<file path="config.mk">
export PLATFORM = sky130hd
export DESIGN_NAME = operand_fetch
export DESIGN_NICKNAME = d
export VERILOG_FILES = /design/src/rtl/cpu_pkg.sv /design/src/rtl/regfile_2r1w.sv /design/src/rtl/operand_fetch.sv
export SDC_FILE = /design/constraint.sdc
export NUM_CORES = 2
export LEC_CHECK = 0
export BUFFER_PORTS_ARGS = -buffer_cell sky130_fd_sc_hd__buf_4
export CORE_MARGIN = 3
export CORE_UTILIZATION = 31
export DETAILED_ROUTE_END_ITERATION = 16
export SLEW_MARGIN = 20
export SYNTH_ARGS = -nofsm -noshare
export SYNTH_HDL_FRONTEND = slang
export SYNTH_SLANG_ARGS = --single-unit
</file>
<file path="constraint.sdc">
create_clock -name clk -period 6.3 [get_ports clk]
set_clock_uncertainty 0.1 [all_clocks]
set_input_delay 1.26 -clock clk [delete_from_list [all_inputs] [get_ports clk]]
set_output_delay 1.26 -clock clk [all_outputs]
set_load 0.02 [all_outputs]
</file>
<file path="src/rtl/cpu_pkg.sv">
// Shared decode constants, decoded-instruction struct and decode helper for operand fetch.
// Latency: none (constants and a pure function).
// Backpressure: none.
package cpu_pkg;

    localparam int REG_AW = 5;

    // ALU control encodings understood by the downstream registered ALU
    localparam logic [3:0] ALU_AND = 4'b0000;
    localparam logic [3:0] ALU_OR  = 4'b0001;
    localparam logic [3:0] ALU_ADD = 4'b0010;
    localparam logic [3:0] ALU_SUB = 4'b0110;
    localparam logic [3:0] ALU_SLT = 4'b0111;
    localparam logic [3:0] ALU_NOR = 4'b1100;
    localparam logic [3:0] ALU_BAD = 4'b1111;

    // Primary opcodes
    localparam logic [5:0] OP_RTYPE = 6'h00;
    localparam logic [5:0] OP_ADDI  = 6'h08;
    localparam logic [5:0] OP_SLTI  = 6'h0A;
    localparam logic [5:0] OP_ANDI  = 6'h0C;
    localparam logic [5:0] OP_ORI   = 6'h0D;
    localparam logic [5:0] OP_LW    = 6'h23;
    localparam logic [5:0] OP_SW    = 6'h2B;

    // R-type funct codes
    localparam logic [5:0] F_ADD = 6'h20;
    localparam logic [5:0] F_SUB = 6'h22;
    localparam logic [5:0] F_AND = 6'h24;
    localparam logic [5:0] F_OR  = 6'h25;
    localparam logic [5:0] F_NOR = 6'h27;
    localparam logic [5:0] F_SLT = 6'h2A;

    typedef struct packed {
        logic [3:0]        alu_ctl;
        logic [REG_AW-1:0] dest;     // 0 means no writeback
        logic              uses_rt;  // rt is a source operand (hazard check)
        logic              use_imm;  // B comes from the extended immediate
        logic              sext;     // sign-extend rather than zero-extend imm16
        logic              bad;      // unsupported encoding
    } dec_t;

    function automatic dec_t decode(input logic [5:0]        opcode,
                                    input logic [5:0]        funct,
                                    input logic [REG_AW-1:0] rt,
                                    input logic [REG_AW-1:0] rd);
        dec_t d;
        d.alu_ctl = ALU_BAD;
        d.dest    = '0;
        d.uses_rt = 1'b0;
        d.use_imm = 1'b0;
        d.sext    = 1'b0;
        d.bad     = 1'b1;
        case (opcode)
            OP_RTYPE: begin
                // every R-type reads rt, even an unsupported funct
                d.uses_rt = 1'b1;
                d.dest    = rd;
                d.bad     = 1'b0;
                case (funct)
                    F_ADD:   d.alu_ctl = ALU_ADD;
                    F_SUB:   d.alu_ctl = ALU_SUB;
                    F_AND:   d.alu_ctl = ALU_AND;
                    F_OR:    d.alu_ctl = ALU_OR;
                    F_NOR:   d.alu_ctl = ALU_NOR;
                    F_SLT:   d.alu_ctl = ALU_SLT;
                    default: begin
                        d.alu_ctl = ALU_BAD;
                        d.dest    = '0;
                        d.bad     = 1'b1;
                    end
                endcase
            end
            OP_ADDI, OP_SLTI, OP_ANDI, OP_ORI, OP_LW: begin
                d.dest    = rt;
                d.use_imm = 1'b1;
                d.sext    = (opcode != OP_ANDI) && (opcode != OP_ORI);
                d.bad     = 1'b0;
                d.alu_ctl = (opcode == OP_SLTI) ? ALU_SLT :
                            (opcode == OP_ANDI) ? ALU_AND :
                            (opcode == OP_ORI)  ? ALU_OR  : ALU_ADD;
            end
            OP_SW: begin
                // address = rs + simm; rt is the store data, so it is a source
                d.uses_rt = 1'b1;
                d.use_imm = 1'b1;
                d.sext    = 1'b1;
                d.bad     = 1'b0;
                d.alu_ctl = ALU_ADD;
            end
            default: ;
        endcase
        return d;
    endfunction

endpackage

</file>
<file path="src/rtl/regfile_2r1w.sv">
// Register file, 2 combinational read ports, 1 synchronous write port, r0 reads as zero.
// Latency: reads 0 cycles; a write is visible from the cycle after its edge (same cycle with WB_BYPASS_EN).
// Backpressure: none; writes always land. Build option WB_BYPASS_EN forwards write data to matching reads.
module regfile_2r1w
    #(
        parameter int NREG = 32,
        parameter int DW   = 32,
        parameter int AW   = 5
    )(
        input  logic          clk,
        input  logic          rst_n,
        input  logic [AW-1:0] ra0,
        input  logic [AW-1:0] ra1,
        output logic [DW-1:0] rd0,
        output logic [DW-1:0] rd1,
        input  logic          we,
        input  logic [AW-1:0] wa,
        input  logic [DW-1:0] wd
    );

    logic [DW-1:0] mem [NREG];

    // Storage: synchronous clear, writes to r0 dropped
    always_ff @(posedge clk) begin
        if (!rst_n) begin
            for (int i = 0; i < NREG; i++) begin
                mem[i] <= '0;
            end
        end else if (we && (wa != '0)) begin
            mem[wa] <= wd;
        end
    end

    // Read ports: r0 forced to zero, optional same-cycle forwarding of the write port
    always_comb begin
        rd0 = (ra0 == '0) ? '0 : mem[ra0];
        rd1 = (ra1 == '0) ? '0 : mem[ra1];
`ifdef WB_BYPASS_EN
        if (we && (wa != '0) && (wa == ra0)) rd0 = wd;
        if (we && (wa != '0) && (wa == ra1)) rd1 = wd;
`endif
    end

endmodule

</file>
<file path="src/rtl/operand_fetch.sv">
// Decode/operand stage: decodes opcode/funct, reads regfile, interlocks on pending writes, registers A/B/ALUcontrol.
// Latency: operands 1 cycle after accept; res_valid/res_dest 1 cycle after the op leaves (aligned with ALU C).
// Backpressure: valid/ready; output frozen while out_valid && !out_ready. Build option WB_BYPASS_EN enables write forwarding.
module operand_fetch
    import cpu_pkg::*;
    #(
        parameter int NREG = 32,
        parameter int DW   = 32
    )(
        input  logic              clk,
        input  logic              rst_n,
        input  logic              in_valid,
        output logic              in_ready,
        input  logic [5:0]        opcode,
        input  logic [5:0]        funct,
        input  logic [REG_AW-1:0] rs,
        input  logic [REG_AW-1:0] rt,
        input  logic [REG_AW-1:0] rd,
        input  logic [15:0]       imm16,
        output logic              out_valid,
        input  logic              out_ready,
        output logic [DW-1:0]     A,
        output logic [DW-1:0]     B,
        output logic [3:0]        ALUcontrol,
        output logic              illegal,
        output logic              res_valid,
        output logic [REG_AW-1:0] res_dest,
        input  logic              wb_en,
        input  logic [REG_AW-1:0] wb_addr,
        input  logic [DW-1:0]     wb_data
    );

    dec_t              dec;
    logic [DW-1:0]     rs_dat;
    logic [DW-1:0]     rt_dat;
    logic [DW-1:0]     imm_ext;
    logic [NREG-1:0]   pend;
    logic [NREG-1:0]   pend_eff;
    logic [NREG-1:0]   clr_mask;
    logic [NREG-1:0]   set_mask;
    logic              stall;
    logic              accept;
    logic              out_fire;
    logic [REG_AW-1:0] out_dest;

    regfile_2r1w #(
        .NREG (NREG),
        .DW   (DW),
        .AW   (REG_AW)
    ) u_rf (
        .clk   (clk),
        .rst_n (rst_n),
        .ra0   (rs),
        .ra1   (rt),
        .rd0   (rs_dat),
        .rd1   (rt_dat),
        .we    (wb_en),
        .wa    (wb_addr),
        .wd    (wb_data)
    );

    // Decode and immediate extension
    always_comb begin
        dec     = decode(opcode, funct, rt, rd);
        imm_ext = dec.sext ? {{(DW-16){imm16[15]}}, imm16} : {{(DW-16){1'b0}}, imm16};
    end

    // Scoreboard masks, hazard detection and handshake
    always_comb begin
        clr_mask = '0;
        set_mask = '0;
        if (wb_en) clr_mask[wb_addr] = 1'b1;
`ifdef WB_BYPASS_EN
        // the concurrent writeback is forwarded, so its pending bit no longer blocks
        pend_eff = pend & ~clr_mask;
`else
        // the read sees the old value; wait until the write has landed
        pend_eff = pend;
`endif
        stall    = in_valid && (((rs != '0) && pend_eff[rs]) ||
                                (dec.uses_rt && (rt != '0) && pend_eff[rt]));
        in_ready = rst_n && !stall && (!out_valid || out_ready);
        accept   = in_valid && in_ready;
        out_fire = out_valid && out_ready;
        if (accept && (dec.dest != '0)) set_mask[dec.dest] = 1'b1;
    end

    // Scoreboard: a set on the same edge as a clear wins
    always_ff @(posedge clk) begin
        if (!rst_n) begin
            pend <= '0;
        end else begin
            pend <= (pend & ~clr_mask) | set_mask;
        end
    end

    // Output register and result-tag delay
    always_ff @(posedge clk) begin
        if (!rst_n) begin
            out_valid  <= 1'b0;
            A          <= '0;
            B          <= '0;
            ALUcontrol <= ALU_AND;
            illegal    <= 1'b0;
            out_dest   <= '0;
            res_valid  <= 1'b0;
            res_dest   <= '0;
        end else begin
            if (accept) begin
                out_valid  <= 1'b1;
                A          <= rs_dat;
                B          <= dec.use_imm ? imm_ext : rt_dat;
                ALUcontrol <= dec.alu_ctl;
                illegal    <= dec.bad;
                out_dest   <= dec.dest;
            end else if (out_ready) begin
                out_valid  <= 1'b0;
            end
            res_valid <= out_fire;
            res_dest  <= out_fire ? out_dest : '0;
        end
    end

endmodule

</file>
==> impl_summary.log <==
INFO  metric die_h = 443 µm
INFO  metric clk_root_buffer_cell = sky130_fd_sc_hd__clkbuf_16
INFO  metric port_buffers = 161
INFO  metric slew-limit-headroom = 0.148
INFO  metric layout_setup_ws = 1.11 ns
INFO  metric combinationalPowerShare = 0.121
INFO  metric finalHoldViolCount = 0
INFO  metric synth_enable_flop_cells = 1024
INFO  metric worst-path-max-fanout = 62
INFO  metric p_leak = 22.8 nW
INFO  metric crit_chain = buf_8 -> mux4_2 -> mux2i_1 -> o21ai_0 -> o2111ai_2 -> buf_4 -> nand2_1 -> a21oi_1 -> buf_4
INFO  metric via_per_inst = 5.79
INFO  metric cp_data_required_time = 4.94 ns
INFO  metric place.detailed.hpwl = 130000 µm
INFO  metric run_status = finished clean
INFO  metric async_flop_share = 0
INFO  metric post-route-drc-count = 0
INFO  metric clock_power_share = 0.397
INFO  metric critical_path.max_stage_delay = 0.61 ns
INFO  metric first_global_vias = 38100
INFO  metric finalMaxSlewViolations = 0
INFO  metric timing.critical_path.from_type = primary input
INFO  metric crit_arrival = 3.83 ns
INFO  metric place.detailed.instances = 6391
INFO  metric placement.cell_area = 63600 µm²
INFO  metric numClockSinks = 1137
INFO  metric rows = 159
INFO  metric worst_hold_path_type = reg2reg
INFO  metric finish.cell_count_without_fillers = 6621
INFO  metric initial_utilization = 0.314
INFO  metric setup_repair_after_global_routing_missed_its_margin = false
INFO  metric cp_common_cell = sky130_fd_sc_hd__buf_4
INFO  metric finalInstanceArea = 67600 µm²
INFO  metric achievable-frequency = 193 MHz
INFO  metric vdd_ir_drop_max = 0.000246 V
INFO  metric netSwitchingPower = 4.63 mW
INFO  metric wire_length_of_the_first_global_routing_pass = 296000 µm
INFO  metric ys_seq_area_frac = 0.557
INFO  metric layout.nets = 4098
INFO  metric cts_tree = done
INFO  metric floorplan.core_area = 189000 µm²
INFO  metric synth_area_per_cell = 14.7 µm²
INFO  metric drtPass1Iterations = 6
INFO  metric route.antenna.remaining_nets = 0
INFO  metric numCtsBuffers = 114
INFO  metric final-setup-viol-count = 0
INFO  metric internal_power = 13.7 mW
INFO  metric final_min_period_over_clock_period = 0.823
INFO  metric clock_tree.htree_level_count = 3
INFO  metric post_cts_hold_buffer_count = 0
INFO  metric cp.buffers_inverters = 3
INFO  metric cts_repair_resize_count = 0
INFO  metric power_density = 271 nW/µm²
INFO  metric end_kind = output port
INFO  metric synth.cell_area = 59200 µm²
INFO  metric area_growth_syn_to_layout = 14.2%
INFO  metric antenna_found_initial = 21
INFO  metric most-common-layout-cells = 1024 x sky130_fd_sc_hd__edfxtp_1, 999 x sky130_fd_sc_hd__and2_1, 559 x sky130_fd_sc_hd__mux4_2
INFO  metric syn-instance-count = 4021
INFO  metric final_core_util = 0.358
INFO  metric finalWorstPathRequiredPeriod = 5.19 ns
INFO  metric synth.lib_cells_used.distinct = 63
INFO  metric hold_slack = 0.356 ns
INFO  metric clk_latency = 0.75 ns
INFO  metric sequentialPowerShare = 0.482
INFO  metric place.gp.congestion = 0.900
INFO  metric slowest_stage = sky130_fd_sc_hd__mux4_2
INFO  metric global_route.overflow_total = 0
INFO  metric path_delay_family = buffers and inverters
INFO  metric fp.dieArea = 196000 µm²
INFO  metric layout_commonest_cell = sky130_fd_sc_hd__edfxtp_1
INFO  metric wirelength = 212000 µm
INFO  metric boundaryPins = 162
INFO  metric switching_share = 0.252
INFO  metric synth-main-ff-cell = sky130_fd_sc_hd__edfxtp_1
INFO  metric max_capacitance_violation_count = 0
INFO  metric route.detailed.wl_per_inst = 32.0 µm
INFO  metric clk_pin_slew = 0.06 ns
INFO  metric global_route.usage.total = 0.211
INFO  metric dp_worst_setup_slack = 1.14 ns
INFO  metric critPathKind = in2out
INFO  metric layout-drive-gt1-share = 0.268
INFO  metric tightest_slew = 1.27 ns
INFO  metric cts_post_setup_buffers_inserted = 0
INFO  metric ys_ff_latch = 1137
INFO  metric drtIter0Drc = 4856
INFO  metric post-layout-total-power = 18.3 mW
INFO  metric detailed_route_via_count = 38300
INFO  metric max-clock-path-buffers = 3
INFO  metric ys.warnings.count = 0
INFO  metric grt_start_max_net_pins = 106
INFO  metric fillCellCount = 17700
INFO  metric setup-tns-final = 0 ns
INFO  metric die-width = 443 µm
[cells in the mapped netlist (all sizes together) (12+ instances only)]
cell | number | area share
edfxtp | 1024 | 0.52
and2 | 1002 | 0.11
mux4 | 559 | 0.21
clkbuf | 338 | 0.021
nand2 | 187 | 0.012
dfxtp | 113 | 0.038
mux2i | 109 | 0.018
buf | 95 | 0.0078
o211ai | 87 | 0.011
nor2 | 67 | 0.0042
o21ai | 63 | 0.0053
a21oi | 45 | 0.0038
nand3 | 44 | 0.0037
a32oi | 37 | 0.0055
a22oi | 28 | 0.0035
a31oi | 28 | 0.0032
o22ai | 26 | 0.0027
a211oi | 23 | 0.0029
o31ai | 19 | 0.0024
a311oi | 12 | 0.0018
[registers in the layout, indices dropped and copies added, names as in the netlist]
register    count
B              32
out_valid       1
ALUcontrol      4
out_dest        5
illegal         1
res_valid       1
A              32
res_dest        5
pend           32
u_rf.mem     1024
[power by group through the flow]
stage / combinational (mW) / clock [mW] / sequential, mW
after global placement: 2.19 / 0 / 8.97
final: 2.22 / 7.27 / 8.84
after floorplan: 1.31 / 0 / 8.97
after CTS: 2.21 / 7.34 / 8.83
after detailed placement: 2.21 / 0 / 8.99
after global routing: 2.30 / 7.59 / 8.88
[layout make-up]
cell class | instances | area (µm²) | area share
Multi-Input combinational cell | 2471 | 25200 | 0.373
Sequential cell | 1137 | 33000 | 0.488
Inverter | 11 | 48.8 | 0.000721
Timing Repair Buffer | 278 | 2270 | 0.0336
Tap cell | 2495 | 3120 | 0.0461
Clock buffer | 144 | 3180 | 0.0471
Clock inverter | 74 | 779 | 0.0115
Antenna cell | 11 | 27.5 | 0.000407
[metal layers]
metal | GRT usage | vias to the layer above | wire length [µm]
met5 | 0 | - | 63
met4 | 0.0993 | 10 | 10000
met2 | 0.336 | 2359 | 99100
li1 | - | 15500 | -
met3 | 0.0453 | 442 | 22200
met1 | 0.274 | 20000 | 80200
[cells by family (layout without fill, tap and decap cells)]
family	Yosys count	after routing	synth area share
buffers and inverters	444	507	0.0299
multiplexers	670	670	0.231
flip-flops	1137	1137	0.557
other	1	43	0.0000633
AO/OA/AOI/OAI	415	415	0.0493
AND/OR/NAND/NOR	1354	1354	0.132
[final timing paths]
kind | from | to | slack (ns) | cells past startpoint
setup reg to reg | pend[23] | pend[18] | 2.99 | 8
hold reg to reg | out_dest[4] | res_dest[4] | 0.36 | 1
hold / removal | out_dest[4] | res_dest[4] | 0.36 | 1
setup / recovery | rt[0] | in_ready | 1.11 | 9
(Power assumes the default switching activity.)
